### src/rtl/riscv_regfile_mp_pkg.sv
// riscv_regfile_pkg: default geometry and shared typedefs for the multi-port
// integer register file.
package riscv_regfile_pkg;

  localparam int unsigned RF_ADDR_WIDTH = 5;
  localparam int unsigned RF_DATA_WIDTH = 32;
  localparam int unsigned RF_NUM_READ   = 3;
  localparam int unsigned RF_NUM_WRITE  = 2;

  typedef logic [RF_ADDR_WIDTH-1:0] reg_addr_t;
  typedef logic [RF_DATA_WIDTH-1:0] reg_data_t;

endpackage

### src/rtl/riscv_regfile_mp_if.sv
// riscv_regfile_mp_if: read, write and reservation bus of the register file.
// The master side is decode/writeback; the slave side is the register file.
interface riscv_regfile_mp_if
  import riscv_regfile_pkg::*;
#(
  parameter int unsigned ADDR_WIDTH = RF_ADDR_WIDTH,
  parameter int unsigned DATA_WIDTH = RF_DATA_WIDTH,
  parameter int unsigned NUM_READ   = RF_NUM_READ,
  parameter int unsigned NUM_WRITE  = RF_NUM_WRITE
);

  logic [NUM_READ-1:0][ADDR_WIDTH-1:0]  raddr_i;
  logic [NUM_READ-1:0][DATA_WIDTH-1:0]  rdata_o;
  logic [NUM_READ-1:0]                  busy_o;
  logic [NUM_WRITE-1:0][ADDR_WIDTH-1:0] waddr_i;
  logic [NUM_WRITE-1:0][DATA_WIDTH-1:0] wdata_i;
  logic [NUM_WRITE-1:0]                 we_i;
  logic                                 rsv_valid_i;
  logic [ADDR_WIDTH-1:0]                rsv_addr_i;
  logic                                 conflict_o;

  modport master (
    output raddr_i, waddr_i, wdata_i, we_i, rsv_valid_i, rsv_addr_i,
    input  rdata_o, busy_o, conflict_o
  );

  modport slave (
    input  raddr_i, waddr_i, wdata_i, we_i, rsv_valid_i, rsv_addr_i,
    output rdata_o, busy_o, conflict_o
  );

endinterface

### src/rtl/riscv_regfile_mp_wr_arb.sv
// riscv_regfile_wr_arb: resolves the write ports into one winning enable and
// data word per register (highest port index wins) and flags any pair of
// enabled ports sharing an address. Register 0 is excluded when ZERO_REG=1.
module riscv_regfile_wr_arb
  import riscv_regfile_pkg::*;
#(
  parameter int unsigned ADDR_WIDTH = RF_ADDR_WIDTH,
  parameter int unsigned DATA_WIDTH = RF_DATA_WIDTH,
  parameter int unsigned NUM_WRITE  = RF_NUM_WRITE,
  parameter bit          ZERO_REG   = 1'b1,
  localparam int unsigned DEPTH     = 2**ADDR_WIDTH
) (
  input  logic [NUM_WRITE-1:0][ADDR_WIDTH-1:0] waddr_i,
  input  logic [NUM_WRITE-1:0][DATA_WIDTH-1:0] wdata_i,
  input  logic [NUM_WRITE-1:0]                 we_i,
  output logic [DEPTH-1:0]                     win_en_o,
  output logic [DEPTH-1:0][DATA_WIDTH-1:0]     win_data_o,
  output logic                                 collision_o
);

  // Per-register winner: ascending port scan so the last match (highest index) sticks.
  always_comb begin
    win_en_o   = '0;
    win_data_o = '0;
    for (int unsigned r = 0; r < DEPTH; r++) begin
      for (int unsigned p = 0; p < NUM_WRITE; p++) begin
        if (we_i[p] && (waddr_i[p] == ADDR_WIDTH'(r)) && !(ZERO_REG && (r == 0))) begin
          win_en_o[r]   = 1'b1;
          win_data_o[r] = wdata_i[p];
        end
      end
    end
  end

  // Pairwise address compare across enabled write ports.
  always_comb begin
    collision_o = 1'b0;
    for (int unsigned i = 0; i < NUM_WRITE; i++) begin
      for (int unsigned j = i + 1; j < NUM_WRITE; j++) begin
        if (we_i[i] && we_i[j] && (waddr_i[i] == waddr_i[j]) &&
            !(ZERO_REG && (waddr_i[i] == '0))) begin
          collision_o = 1'b1;
        end
      end
    end
  end

endmodule

### src/rtl/riscv_regfile_mp.sv
// riscv_regfile_mp: parametrised multi-port integer register file with
// priority-resolved writes, registered write-collision flag and a per-register
// pending scoreboard. Optional same-cycle write-to-read bypass is compiled in
// with the REGFILE_BYPASS_EN macro.
module riscv_regfile_mp
  import riscv_regfile_pkg::*;
#(
  parameter int unsigned ADDR_WIDTH = RF_ADDR_WIDTH,
  parameter int unsigned DATA_WIDTH = RF_DATA_WIDTH,
  parameter int unsigned NUM_READ   = RF_NUM_READ,
  parameter int unsigned NUM_WRITE  = RF_NUM_WRITE,
  parameter bit          ZERO_REG   = 1'b1
) (
  input  logic               clk,
  input  logic               rst_n,
  riscv_regfile_mp_if.slave  bus
);

  localparam int unsigned DEPTH = 2**ADDR_WIDTH;

  logic [DEPTH-1:0][DATA_WIDTH-1:0]    mem_q;
  logic [DEPTH-1:0]                    pend_q;
  logic                                conflict_q;

  logic [DEPTH-1:0]                    win_en;
  logic [DEPTH-1:0][DATA_WIDTH-1:0]    win_data;
  logic                                collision;

  logic [NUM_READ-1:0][DATA_WIDTH-1:0] rdata;
  logic [NUM_READ-1:0]                 busy;

  riscv_regfile_wr_arb #(
    .ADDR_WIDTH (ADDR_WIDTH),
    .DATA_WIDTH (DATA_WIDTH),
    .NUM_WRITE  (NUM_WRITE),
    .ZERO_REG   (ZERO_REG)
  ) u_wr_arb (
    .waddr_i     (bus.waddr_i),
    .wdata_i     (bus.wdata_i),
    .we_i        (bus.we_i),
    .win_en_o    (win_en),
    .win_data_o  (win_data),
    .collision_o (collision)
  );

  // Register storage: each register takes its arbitrated write data.
  always_ff @(posedge clk or negedge rst_n) begin
    if (!rst_n) begin
      mem_q <= '0;
    end else begin
      for (int unsigned r = 0; r < DEPTH; r++) begin
        if (win_en[r]) begin
          mem_q[r] <= win_data[r];
        end
      end
    end
  end

  // Pending scoreboard: a reservation outranks a same-cycle clearing write.
  always_ff @(posedge clk or negedge rst_n) begin
    if (!rst_n) begin
      pend_q <= '0;
    end else begin
      for (int unsigned r = 0; r < DEPTH; r++) begin
        if (bus.rsv_valid_i && (bus.rsv_addr_i == ADDR_WIDTH'(r)) &&
            !(ZERO_REG && (r == 0))) begin
          pend_q[r] <= 1'b1;
        end else if (win_en[r]) begin
          pend_q[r] <= 1'b0;
        end
      end
    end
  end

  // Collision flag: one-cycle registered copy of the arbiter's detect.
  always_ff @(posedge clk or negedge rst_n) begin
    if (!rst_n) begin
      conflict_q <= 1'b0;
    end else begin
      conflict_q <= collision;
    end
  end

  // Read ports: combinational select of stored state, optionally bypassed.
  always_comb begin
    rdata = '0;
    busy  = '0;
    for (int unsigned k = 0; k < NUM_READ; k++) begin
      rdata[k] = mem_q[bus.raddr_i[k]];
      busy[k]  = pend_q[bus.raddr_i[k]];
`ifdef REGFILE_BYPASS_EN
      // The arbiter already masks register 0, so the bypass never exposes it.
      if (win_en[bus.raddr_i[k]]) begin
        rdata[k] = win_data[bus.raddr_i[k]];
        if (!(bus.rsv_valid_i && (bus.rsv_addr_i == bus.raddr_i[k]))) begin
          busy[k] = 1'b0;
        end
      end
`endif
    end
  end

  assign bus.rdata_o    = rdata;
  assign bus.busy_o     = busy;
  assign bus.conflict_o = conflict_q;

endmodule

### src/flat_wrapper.sv
// flat-port wrapper written by rule: the top's interface ports become plain ports
module riscv_regfile_mp_flat import riscv_regfile_pkg::*;
#(
  parameter int unsigned ADDR_WIDTH = RF_ADDR_WIDTH,
  parameter int unsigned DATA_WIDTH = RF_DATA_WIDTH,
  parameter int unsigned NUM_READ   = RF_NUM_READ,
  parameter int unsigned NUM_WRITE  = RF_NUM_WRITE,
  parameter bit          ZERO_REG   = 1'b1
)
  (clk, rst_n, bus_raddr_i, bus_waddr_i, bus_wdata_i, bus_we_i, bus_rsv_valid_i, bus_rsv_addr_i, bus_rdata_o, bus_busy_o, bus_conflict_o);
  riscv_regfile_mp_if #(.ADDR_WIDTH(ADDR_WIDTH), .DATA_WIDTH(DATA_WIDTH), .NUM_READ(NUM_READ), .NUM_WRITE(NUM_WRITE)) bus_i ();
  input  logic clk;
  input  logic rst_n;
  input wire logic [$bits(bus_i.raddr_i)-1:0] bus_raddr_i;
  input wire logic [$bits(bus_i.waddr_i)-1:0] bus_waddr_i;
  input wire logic [$bits(bus_i.wdata_i)-1:0] bus_wdata_i;
  input wire logic [$bits(bus_i.we_i)-1:0] bus_we_i;
  input wire logic [$bits(bus_i.rsv_valid_i)-1:0] bus_rsv_valid_i;
  input wire logic [$bits(bus_i.rsv_addr_i)-1:0] bus_rsv_addr_i;
  output wire logic [$bits(bus_i.rdata_o)-1:0] bus_rdata_o;
  output wire logic [$bits(bus_i.busy_o)-1:0] bus_busy_o;
  output wire logic [$bits(bus_i.conflict_o)-1:0] bus_conflict_o;
  assign bus_i.raddr_i = bus_raddr_i;
  assign bus_i.waddr_i = bus_waddr_i;
  assign bus_i.wdata_i = bus_wdata_i;
  assign bus_i.we_i = bus_we_i;
  assign bus_i.rsv_valid_i = bus_rsv_valid_i;
  assign bus_i.rsv_addr_i = bus_rsv_addr_i;
  assign bus_rdata_o = bus_i.rdata_o;
  assign bus_busy_o = bus_i.busy_o;
  assign bus_conflict_o = bus_i.conflict_o;
  riscv_regfile_mp #(.ADDR_WIDTH(ADDR_WIDTH), .DATA_WIDTH(DATA_WIDTH), .NUM_READ(NUM_READ), .NUM_WRITE(NUM_WRITE), .ZERO_REG(ZERO_REG)) u_core (.clk(clk), .rst_n(rst_n), .bus(bus_i));
endmodule
### config.mk
export PLATFORM = sky130hd
export DESIGN_NAME = riscv_regfile_mp_flat
export DESIGN_NICKNAME = d
export VERILOG_FILES = /design/src/rtl/riscv_regfile_mp_pkg.sv /design/src/rtl/riscv_regfile_mp_if.sv /design/src/rtl/riscv_regfile_mp_wr_arb.sv /design/src/rtl/riscv_regfile_mp.sv /design/src/flat_wrapper.sv
export SDC_FILE = /design/constraint.sdc
export NUM_CORES = 2
export LEC_CHECK = 0
export CAP_MARGIN = 25
export CORE_MARGIN = 10
export CORE_UTILIZATION = 50
export CTS_CLUSTER_DIAMETER = 30
export DETAILED_ROUTE_END_ITERATION = 6
export PLACE_DENSITY = 0.69
export REMOVE_ABC_BUFFERS = 1
export SLEW_MARGIN = 20
export SYNTH_ARGS = -nofsm -noshare
export SYNTH_HDL_FRONTEND = slang
export SYNTH_SLANG_ARGS = --single-unit
### constraint.sdc
create_clock -name clk -period 3 [get_ports clk]
set_clock_uncertainty 0.2 [all_clocks]
set_input_delay 0.6 -clock clk [delete_from_list [all_inputs] [get_ports clk]]
set_output_delay 0.6 -clock clk [all_outputs]
set_load 0.01 [all_outputs]
==> flow_metrics.tcl <==
set metrics [dict create \
    outcome "finished, violations left" \
    violations "negative setup slack" \
    slew_viol_final 0 \
    gp_congestion 0.982 \
    critPathCaptureType "output port" \
    synth_flop_cell "dfrtp_1" \
    root_buffer "clkbuf_16" \
    nets 7426 \
    peakVddDrop_uv 709 \
    final_common_cell "mux2i_1" \
    final_cell_mix "mux2i_1, dfrtp_1, mux4_2" \
    ys_seq_area_frac 0.354 \
    crit_path_start "u_core.mem_q[779]" \
    grt_use_total 0.369 \
    netlist_instances 6836 \
    grt_max_degree 100 \
    cts_tree "done" \
    clkSlewWorstSetupHoldPaths_ns 0.05 \
    fin_ws_ns -0.502 \
    setup_viol 99 \
    first_pass_iters 6 \
    route.vias.total 67100 \
    fp.coreArea_um2 144000 \
    p_per_area_nw_per_um2 738 \
    cts_made_buffers 275 \
    fin_crit_sh 1.17 \
    port_buffers 198 \
    grt_pass1_wl_um 449000 \
    avgSynthCellArea_um2 10.6 \
    utilization 0.653 \
    rows 139 \
    min_period_ns 3.50 \
    hold_violations 0 \
    worst-setup-path-type "reg -> out" \
    area_growth_pct 29.8 \
    p_leak_nw 40.0 \
    worstReg2RegStart "u_core.mem_q[811]" \
    wirelength_um 309000 \
    drtIter0Drc 9926 \
    antenna_found_initial 5 \
    async_flop_share 1.00 \
    timing.fmax_mhz 286 \
    fin_setup_tns_ns -31.46 \
    start_util 0.504 \
    ant_nets 0 \
    yosysUniqueCellTypes 40 \
    cts_htree_levels 5 \
    drive_above_1_share 0.319 \
    fp.dieH_um 401 \
    drv_cap 0 \
    wl_per_cell_um 32.8 \
    drc_errors 0 \
    syn_area_um2 72400 \
    rsz0062_at_grt "yes" \
    grt_overflow_total 0 \
    synth_edf_count 0 \
    insertion_delay_ns 0.88 \
    routed_via_density 7.12 \
    worstPathArrival_ns 2.70 \
    crit_required_ns 2.20 \
    synth-seq-cells 1024 \
    hold_class "in -> async" \
    cts.sink_count 1024 \
    cts_buffer_depth 4 \
    grt_pass1_vias 67000 \
    die_w_um 401 \
    startpoint_type "flip-flop" \
    yosys_warnings 0 \
    worstPathMaxFanout 4 \
    io_pins 199 \
    worstMarginPinSlew_ns 0.738 \
    die_area_um2 160000 \
    hpwl_um 198000 \
    relSlewSlack 0.507 \
]
path summary, 6_finish.rpt:
path / cells after the start / endpoint / slack, ns
max: 6 / bus_rdata_o[43] / -0.50
min: 2 / u_core.mem_q[328] / 0.06
max reg2reg: 4 / u_core.mem_q[811] / 1.76
min reg2reg: 1 / u_core.pend_q[12] / 0.36
max in group asynchronous: 4 / u_core.mem_q[92] / 1.50
min in group clk: 4 / u_core.mem_q[289] / 0.35
power by group:
group | internal [mW] | switching, mW
clock | 21.0 | 9.10
combinational | 9.74 | 7.80
sequential | 17.5 | 4.21
synthesized netlist by cell type (4+ instances only):
cell	number	area share
nand2b_1	9	0.00078
o22ai_1	99	0.0086
a32o_1	7	0.00097
nor3_1	6	0.00041
nor2_2	10	0.00086
inv_1	10	0.00052
mux4_2	594	0.18
buf_4	70	0.0073
dfrtp_1	1024	0.35
a21oi_1	517	0.036
mux2i_1	1289	0.18
xnor2_1	4	0.00048
buf_1	56	0.0029
nor2_1	532	0.028
nand2_1	539	0.028
a211oi_1	99	0.010
and2_1	111	0.0096
o31ai_1	99	0.010
o21ai_1	23	0.0016
clkbuf_1	550	0.029
a22o_1	304	0.037
o21ai_0	567	0.039
nor2b_1	26	0.0022
mux2_2	99	0.015
buf_2	159	0.011
o2bb2ai_1	6	0.00073
registers in the layout, indices dropped and copies added, names as in the netlist:
register               cells
u_core.pend_q             31
u_core.mem_q             992
u_core.bus.conflict_o      1
timing repair:
item / CTS / global route
hold endpoints to repair: 289 / 0
buffers inserted: 45 / 34
pin swaps: 210 / 96
hold buffers: 1 / 0
resized for setup: 790 / 75
cloned: 1 / 4
setup endpoints to repair: 99 / 99
critical path: stages, from the launching register on:
cell	delay (ns)
dfrtp_1	0.45
mux4_2	0.58
a22o_1	0.24
o21ai_1	0.14
buf_4	0.16
o31ai_4	0.07
buf_2	0.15
cell families after synthesis:
group / Yosys count / share of synthesized area
xor gates and xnor gates: 4 / 0.000484
and+or+nand+nor: 1257 / 0.0728
AOI/OAI and AO/OA: 1722 / 0.144
DFF: 1024 / 0.354
muxes: 1982 / 0.378
buffers and inverters: 847 / 0.0505
metal layers:
metal,up-vias,wire length [µm],track usage,share of wire
met5,-,36,0,0.00012
met4,6,21800,0.222,0.071
met3,1561,46800,0.144,0.15
met2,5976,132000,0.538,0.43
met1,32900,108000,0.461,0.35
li1,26700,-,-,-
area by class of cell:
cell class / count / area [µm²]
Tap cell: 1903 / 2380
Timing Repair Buffer: 1051 / 11700
Inverter: 10 / 37.5
Fill cell: 10300 / 49900
Antenna cell: 3 / 7.51
Clock buffer: 346 / 7600
Multi-Input combinational cell: 4965 / 44900
Sequential cell: 1024 / 25600
Clock inverter: 122 / 1740
per-stage QoR:
step                      hold WS (ns)  area (µm²)  instances  setup WS (ns)  total power, mW
after detailed placement         0.325       83000       8905          -1.04             37.7
after global routing             0.107       94000       9422         -0.518             71.6
after floorplan                  0.104       68800       5999          -1.44             30.6
after global placement           0.318       83000       8905          -1.02             36.8
final                           0.0575       94000       9424         -0.502             69.4
after CTS                       0.0511       93300       9385         -0.450             68.3
No activity file was read; power rests on OpenSTA's default activity.
